===== config.mk =====
export PLATFORM = sky130hd
export DESIGN_NAME = edge_fb_ctrl
export DESIGN_NICKNAME = d
export VERILOG_FILES = /design/src/rtl/edge_fb_ctrl.sv
export SDC_FILE = /design/constraint.sdc
export NUM_CORES = 1
export LEC_CHECK = 0
export CAP_MARGIN = 20
export CELL_PAD_IN_SITES_DETAIL_PLACEMENT = 0
export CELL_PAD_IN_SITES_GLOBAL_PLACEMENT = 2
export CORE_UTILIZATION = 30
export DETAILED_ROUTE_END_ITERATION = 8
export GPL_TIMING_DRIVEN = 0
export PLACE_DENSITY_LB_ADDON = 0.1
export REMOVE_ABC_BUFFERS = 1
export SYNTH_ARGS = -nofsm -noshare
export SYNTH_HDL_FRONTEND = slang
export SYNTH_SLANG_ARGS = --single-unit

===== constraint.sdc =====
create_clock -name dclk -period 6.65 [get_ports dclk]
set_input_delay 1.33 -clock dclk [delete_from_list [all_inputs] [get_ports dclk]]
set_output_delay 1.33 -clock dclk [all_outputs]
set_load 0.01 [all_outputs]

===== src/rtl/edge_fb_ctrl.sv =====
// Double-buffered 1-bit edge bitmap between the edge-detector writer and VGA scan reader.
// The back buffer fills in raster order; buffers swap only at a display frame boundary.
module edge_fb_ctrl #(
  parameter int WIDTH = 9,
  parameter int DEPTH = 9,
  parameter int AW    = 7
) (
  input  logic       dclk,
  input  logic       clr,
  input  logic       wr_valid,
  output logic       wr_ready,
  input  logic       wr_pixel,
  input  logic       wr_sof,
  input  logic [9:0] scan_x,
  input  logic [9:0] scan_y,
  output logic       pix_out,
  output logic       swap_pulse,
  output logic       fill_state,
  output logic [7:0] repeat_cnt
);

  localparam int NPIX = WIDTH * DEPTH;
  localparam int IW   = (NPIX > 1) ? $clog2(NPIX) : 1;
  localparam logic [AW-1:0] LAST_ADDR = AW'(NPIX - 1);

  // Writer handshake: a beat transfers on a rising dclk when wr_valid && wr_ready.
  // wr_ready depends only on state, never on wr_valid.
  typedef enum logic {
    FILL    = 1'b0,
    PENDING = 1'b1
  } state_t;

  state_t            state_q, state_d;
  logic [AW-1:0]     wr_addr_q, wr_addr_d;
  logic              front_sel_q, front_sel_d;
  logic              swap_pulse_q, swap_pulse_d;
  logic [7:0]        repeat_cnt_q, repeat_cnt_d;
  logic              pix_out_q, pix_out_d;
  logic [NPIX-1:0]   buf_q [2];
  logic [NPIX-1:0]   buf_d [2];

  logic [AW-1:0]     beat_addr;
  logic              back_sel;
  logic              frame_end;
  logic              in_range;
  logic [19:0]       rd_lin;

  assign frame_end = (scan_x == 10'(WIDTH - 1)) && (scan_y == 10'(DEPTH - 1));
  assign back_sel  = ~front_sel_q;
  assign beat_addr = wr_sof ? '0 : wr_addr_q;

  // Full 20-bit index so out-of-range coordinates cannot alias into the bitmap.
  assign rd_lin   = 20'(scan_y) * 20'(WIDTH) + 20'(scan_x);
  assign in_range = (scan_x < 10'(WIDTH)) && (scan_y < 10'(DEPTH));

  always_comb begin
    state_d      = state_q;
    wr_addr_d    = wr_addr_q;
    front_sel_d  = front_sel_q;
    swap_pulse_d = 1'b0;
    repeat_cnt_d = repeat_cnt_q;
    buf_d        = buf_q;
    wr_ready     = (state_q == FILL);
    pix_out_d    = in_range ? buf_q[front_sel_q][rd_lin[IW-1:0]] : 1'b0;

    case (state_q)
      FILL: begin
        if (wr_valid) begin
          buf_d[back_sel][beat_addr[IW-1:0]] = wr_pixel;
          if (beat_addr == LAST_ADDR) begin
            wr_addr_d = '0;
            state_d   = PENDING;
          end else begin
            wr_addr_d = beat_addr + AW'(1);
          end
        end
        // Frame boundary with no complete frame: the current front is shown again.
        if (frame_end && (repeat_cnt_q != 8'hFF)) begin
          repeat_cnt_d = repeat_cnt_q + 8'd1;
        end
      end
      PENDING: begin
        if (frame_end) begin
          front_sel_d  = ~front_sel_q;
          swap_pulse_d = 1'b1;
          state_d      = FILL;
        end
      end
      default: state_d = FILL;
    endcase
  end

  always_ff @(posedge dclk or posedge clr) begin
    if (clr) begin
      state_q      <= FILL;
      wr_addr_q    <= '0;
      front_sel_q  <= 1'b0;
      swap_pulse_q <= 1'b0;
      repeat_cnt_q <= 8'd0;
      pix_out_q    <= 1'b0;
      buf_q[0]     <= '0;
      buf_q[1]     <= '0;
    end else begin
      state_q      <= state_d;
      wr_addr_q    <= wr_addr_d;
      front_sel_q  <= front_sel_d;
      swap_pulse_q <= swap_pulse_d;
      repeat_cnt_q <= repeat_cnt_d;
      pix_out_q    <= pix_out_d;
      buf_q[0]     <= buf_d[0];
      buf_q[1]     <= buf_d[1];
    end
  end

  assign pix_out    = pix_out_q;
  assign swap_pulse = swap_pulse_q;
  assign fill_state = (state_q == PENDING);
  assign repeat_cnt = repeat_cnt_q;

endmodule


==> metrics.md <==
| Metric | Value |
|---|---|
| Status | completed |
| Final min period | 4900 ps |
| Vias in the first global route | 6957 |
| WP data arrival | 5260 ps |
| Number of I/O pins | 37 |
| Starting Density | 30.6% |
| Fmax | 0.204 GHz |
| Kind of critical path | primary input to register |
| Unique masters post-synth | 56 |
| Die width | 182 um |
| Peak supply drop | 0.162 mV |
| Antenna-violating nets left | 0 |
| First-pass GRT wire length | 42700 um |
| Final hold viol count | 0 |
| Max clock buf depth | 2 |
| Pwr Total | 2.33 mW |
| Post-Syn Instances | 834 |
| Setup ws final | 1750 ps |
| WP data required | 7020 ps |
| Initial antenna violation count | 0 |
| Die footprint | 0.0331 mm2 |
| Crit Path Max Fanout | 13 |
| Total Nets Final | 897 |
| Antenna Cells | 0 |
| CTS tree | done |
| Flops & latches, synth | 181 |
| Max-slew violation count | 0 |
| CTS Hold Bufs | 0 |
| Avg WL per Cell | 21.3 um |
| Final setup vio count | 0 |
| RSZ-0062 raised after global routing | no |
| Post-CTS sizing | 0 |
| Post-synth top flop | dfrtp_1 |
| Leak pwr | 4.92 nW |
| Post-Place Worst Slack | 1350 ps |
| Worst-Skew Late Latency | 450 ps |
| Dpl hpwl | 18300 um |
| Clock skew | 19.5 ps |
| Total GRT Usage | 17.4% |
| Routability cong. | 0.740 |
| Largest net degree at the start of global routing | 116 |
| Reg clk slew, reported paths | 70 ps |
| Clk sinks | 181 |
| Root Driver | clkbuf_16 |
| DRT Pass-1 Iters | 5 |
| Worst Max-Slew Pin Slew | 1110 ps |
| Drt drc | 0 |
| Post-Synthesis Cell Area | 0.00970 mm2 |
| Fillers | 3141 |
| Post-CTS Setup Inserts | 0 |
| Die span in y | 182 um |
| Yosys warns | 0 |
| Max cap viols | 0 |
| Ys async rst share | 100% |
| Core area | 0.0317 mm2 |
| Vias post-DR | 6562 |
| Drt initial violations | 491 |
| Synth-to-layout area growth | 14.9% |
| Slew headroom | 25.6% |
| Tcrit/Tclk final | 73.6% |
| Via/cell ratio | 5.17 |
| Crit end category | register |
| Post-synth EDFFs | 0 |
| Seq/Total Area, Yosys | 46.7% |
| P per Cell Area | 209 mW/mm2 |
| PortBufs | 36 |
| Number of buffers created by CTS | 17 |
| Syn_area_per_cell | 11.6 um2 |
| Remaining Overflow, GRT | 0 |
| HP Class | register to register |
| Routed WL | 27100 um |
| CP startpoint kind | primary input |
| Layout cells sized above 1 | 27.2% |
| Num rows | 65 |
| H-tree Lvls | 4 |
critical path, stage by stage:
cell	delay (ps)
clkdlybuf4s50_1	530
ha_1	250
ha_1	220
fa_1	1080
or2_2	330
o22ai_1	160
nor4_1	610
nor4_1	80
or4_1	530
a21oi_1	140
power breakdown:
| part | switching, mW | internal [mW] | leakage [nW] |
|---|---|---|---|
| registers | 0.000301 | 1.10 | 2.52 |
| logic | 0.162 | 0.0908 | 2.13 |
| clock network | 0.487 | 0.491 | 0.267 |
| total | 0.649 | 1.68 | 4.92 |
synth_stat cells, types with 4 or more instances:
| master | number | area (um2) |
|---|---|---|
| nand2b_1 | 11 | 68.8 |
| ha_1 | 15 | 188 |
| nor3_1 | 14 | 70.1 |
| mux4_2 | 33 | 743 |
| mux2_1 | 43 | 484 |
| xor2_1 | 6 | 52.6 |
| nor3_2 | 4 | 40.0 |
| nand2_1 | 162 | 608 |
| o22ai_1 | 8 | 50.1 |
| inv_1 | 8 | 30.0 |
| buf_6 | 4 | 45.0 |
| buf_2 | 11 | 55.1 |
| nor2_1 | 37 | 139 |
| clkbuf_1 | 36 | 135 |
| mux2i_1 | 14 | 140 |
| nor4_1 | 8 | 50.1 |
| o21ai_0 | 7 | 35.0 |
| xnor2_1 | 12 | 105 |
| a21oi_1 | 9 | 45.0 |
| o31ai_1 | 5 | 37.5 |
| dfrtp_1 | 181 | 4530 |
| o21ai_1 | 4 | 20.0 |
| buf_4 | 4 | 30.0 |
| nand3_1 | 20 | 100 |
| nor2b_1 | 5 | 31.3 |
| mux2_2 | 123 | 1390 |
cells by family (layout without fill, tap and decap cells):
logic type      after synthesis  in the layout  synth area share (%)
simple gates                287            287                  13.9
fa+ha+maj                    18             18                  2.55
buf+inv                      64             97                  3.08
xor+xnor                     18             18                  1.62
compound gates               53             53                  3.78
flops                       181            181                  46.7
mux                         213            213                  28.4
through the flow:
stage,hold slack (ps),cells,utilization [%],cell area [um2],TNS (ps)
after CTS,497,1264,35.0,11100,0
final,489,1269,35.2,11200,0
after detailed placement,481,1232,33.3,10600,0
after floorplan,459,779,-,9440,0
after global routing,514,1269,35.2,11200,0
after global placement,468,1217,32.5,10300,-383470
sequential cells by signal, summed over array words and instances, names as in the netlist:
name         cells
wr_addr_q        7
fill_state       1
buf_q          162
swap_pulse       1
repeat_cnt       8
front_sel_q      1
pix_out          1
path summary, 6_finish.rpt:
check                             from         to  slack [ps]  cells past startpoint
max                          scan_y[1]    pix_out        1750                     10
max reg2reg                front_sel_q    pix_out        3660                      6
max in group asynchronous          clr  buf_q[84]        4310                      3
min reg2reg                  buf_q[11]  buf_q[11]         490                      1
min in group asynchronous          clr  buf_q[57]        1340                      2
min                          buf_q[11]  buf_q[11]         490                      1
cells in the final DEF, fill, tap and decap left out, drive strengths merged, types with 3 or more instances in the layout:
master | netlist | layout
dfrtp | 181 | 181
or4 | 3 | 3
nor4 | 13 | 13
o31ai | 5 | 5
clkbuf | 36 | 19
and3 | 4 | 4
nor3 | 18 | 18
clkinv | 0 | 3
nor2 | 37 | 37
nand2b | 11 | 11
inv | 9 | 18
o221ai | 3 | 3
fa | 3 | 3
mux4 | 33 | 33
o22ai | 8 | 8
mux2i | 14 | 14
a211oi | 3 | 3
clkdlybuf4s50 | 0 | 35
nand3 | 20 | 20
ha | 15 | 15
or3b | 3 | 3
nand2 | 163 | 163
nor2b | 5 | 5
xnor2 | 12 | 12
xor2 | 6 | 6
o21ai | 11 | 11
a21oi | 9 | 9
buf | 19 | 20
o211ai | 3 | 3
mux2 | 166 | 166
routing by layer:
metal,vias up,GRT usage (%),wire length (um)
li1,3013,-,-
met1,3417,22.9,12600
met2,111,29.5,13500
met3,21,2.69,740
met4,0,4.61,329
met5,-,0,0
area by class of cell:
cell class	count	area, um2	area share [%]
Inverter	9	41.3	0.370
Tap cell	402	503	4.51
Clock buffer	18	429	3.85
Multi-Input combinational cell	589	4910	44.0
Timing Repair Buffer	56	616	5.52
Clock inverter	14	118	1.05
Sequential cell	181	4530	40.6
Power figures use the tool's default switching activity.
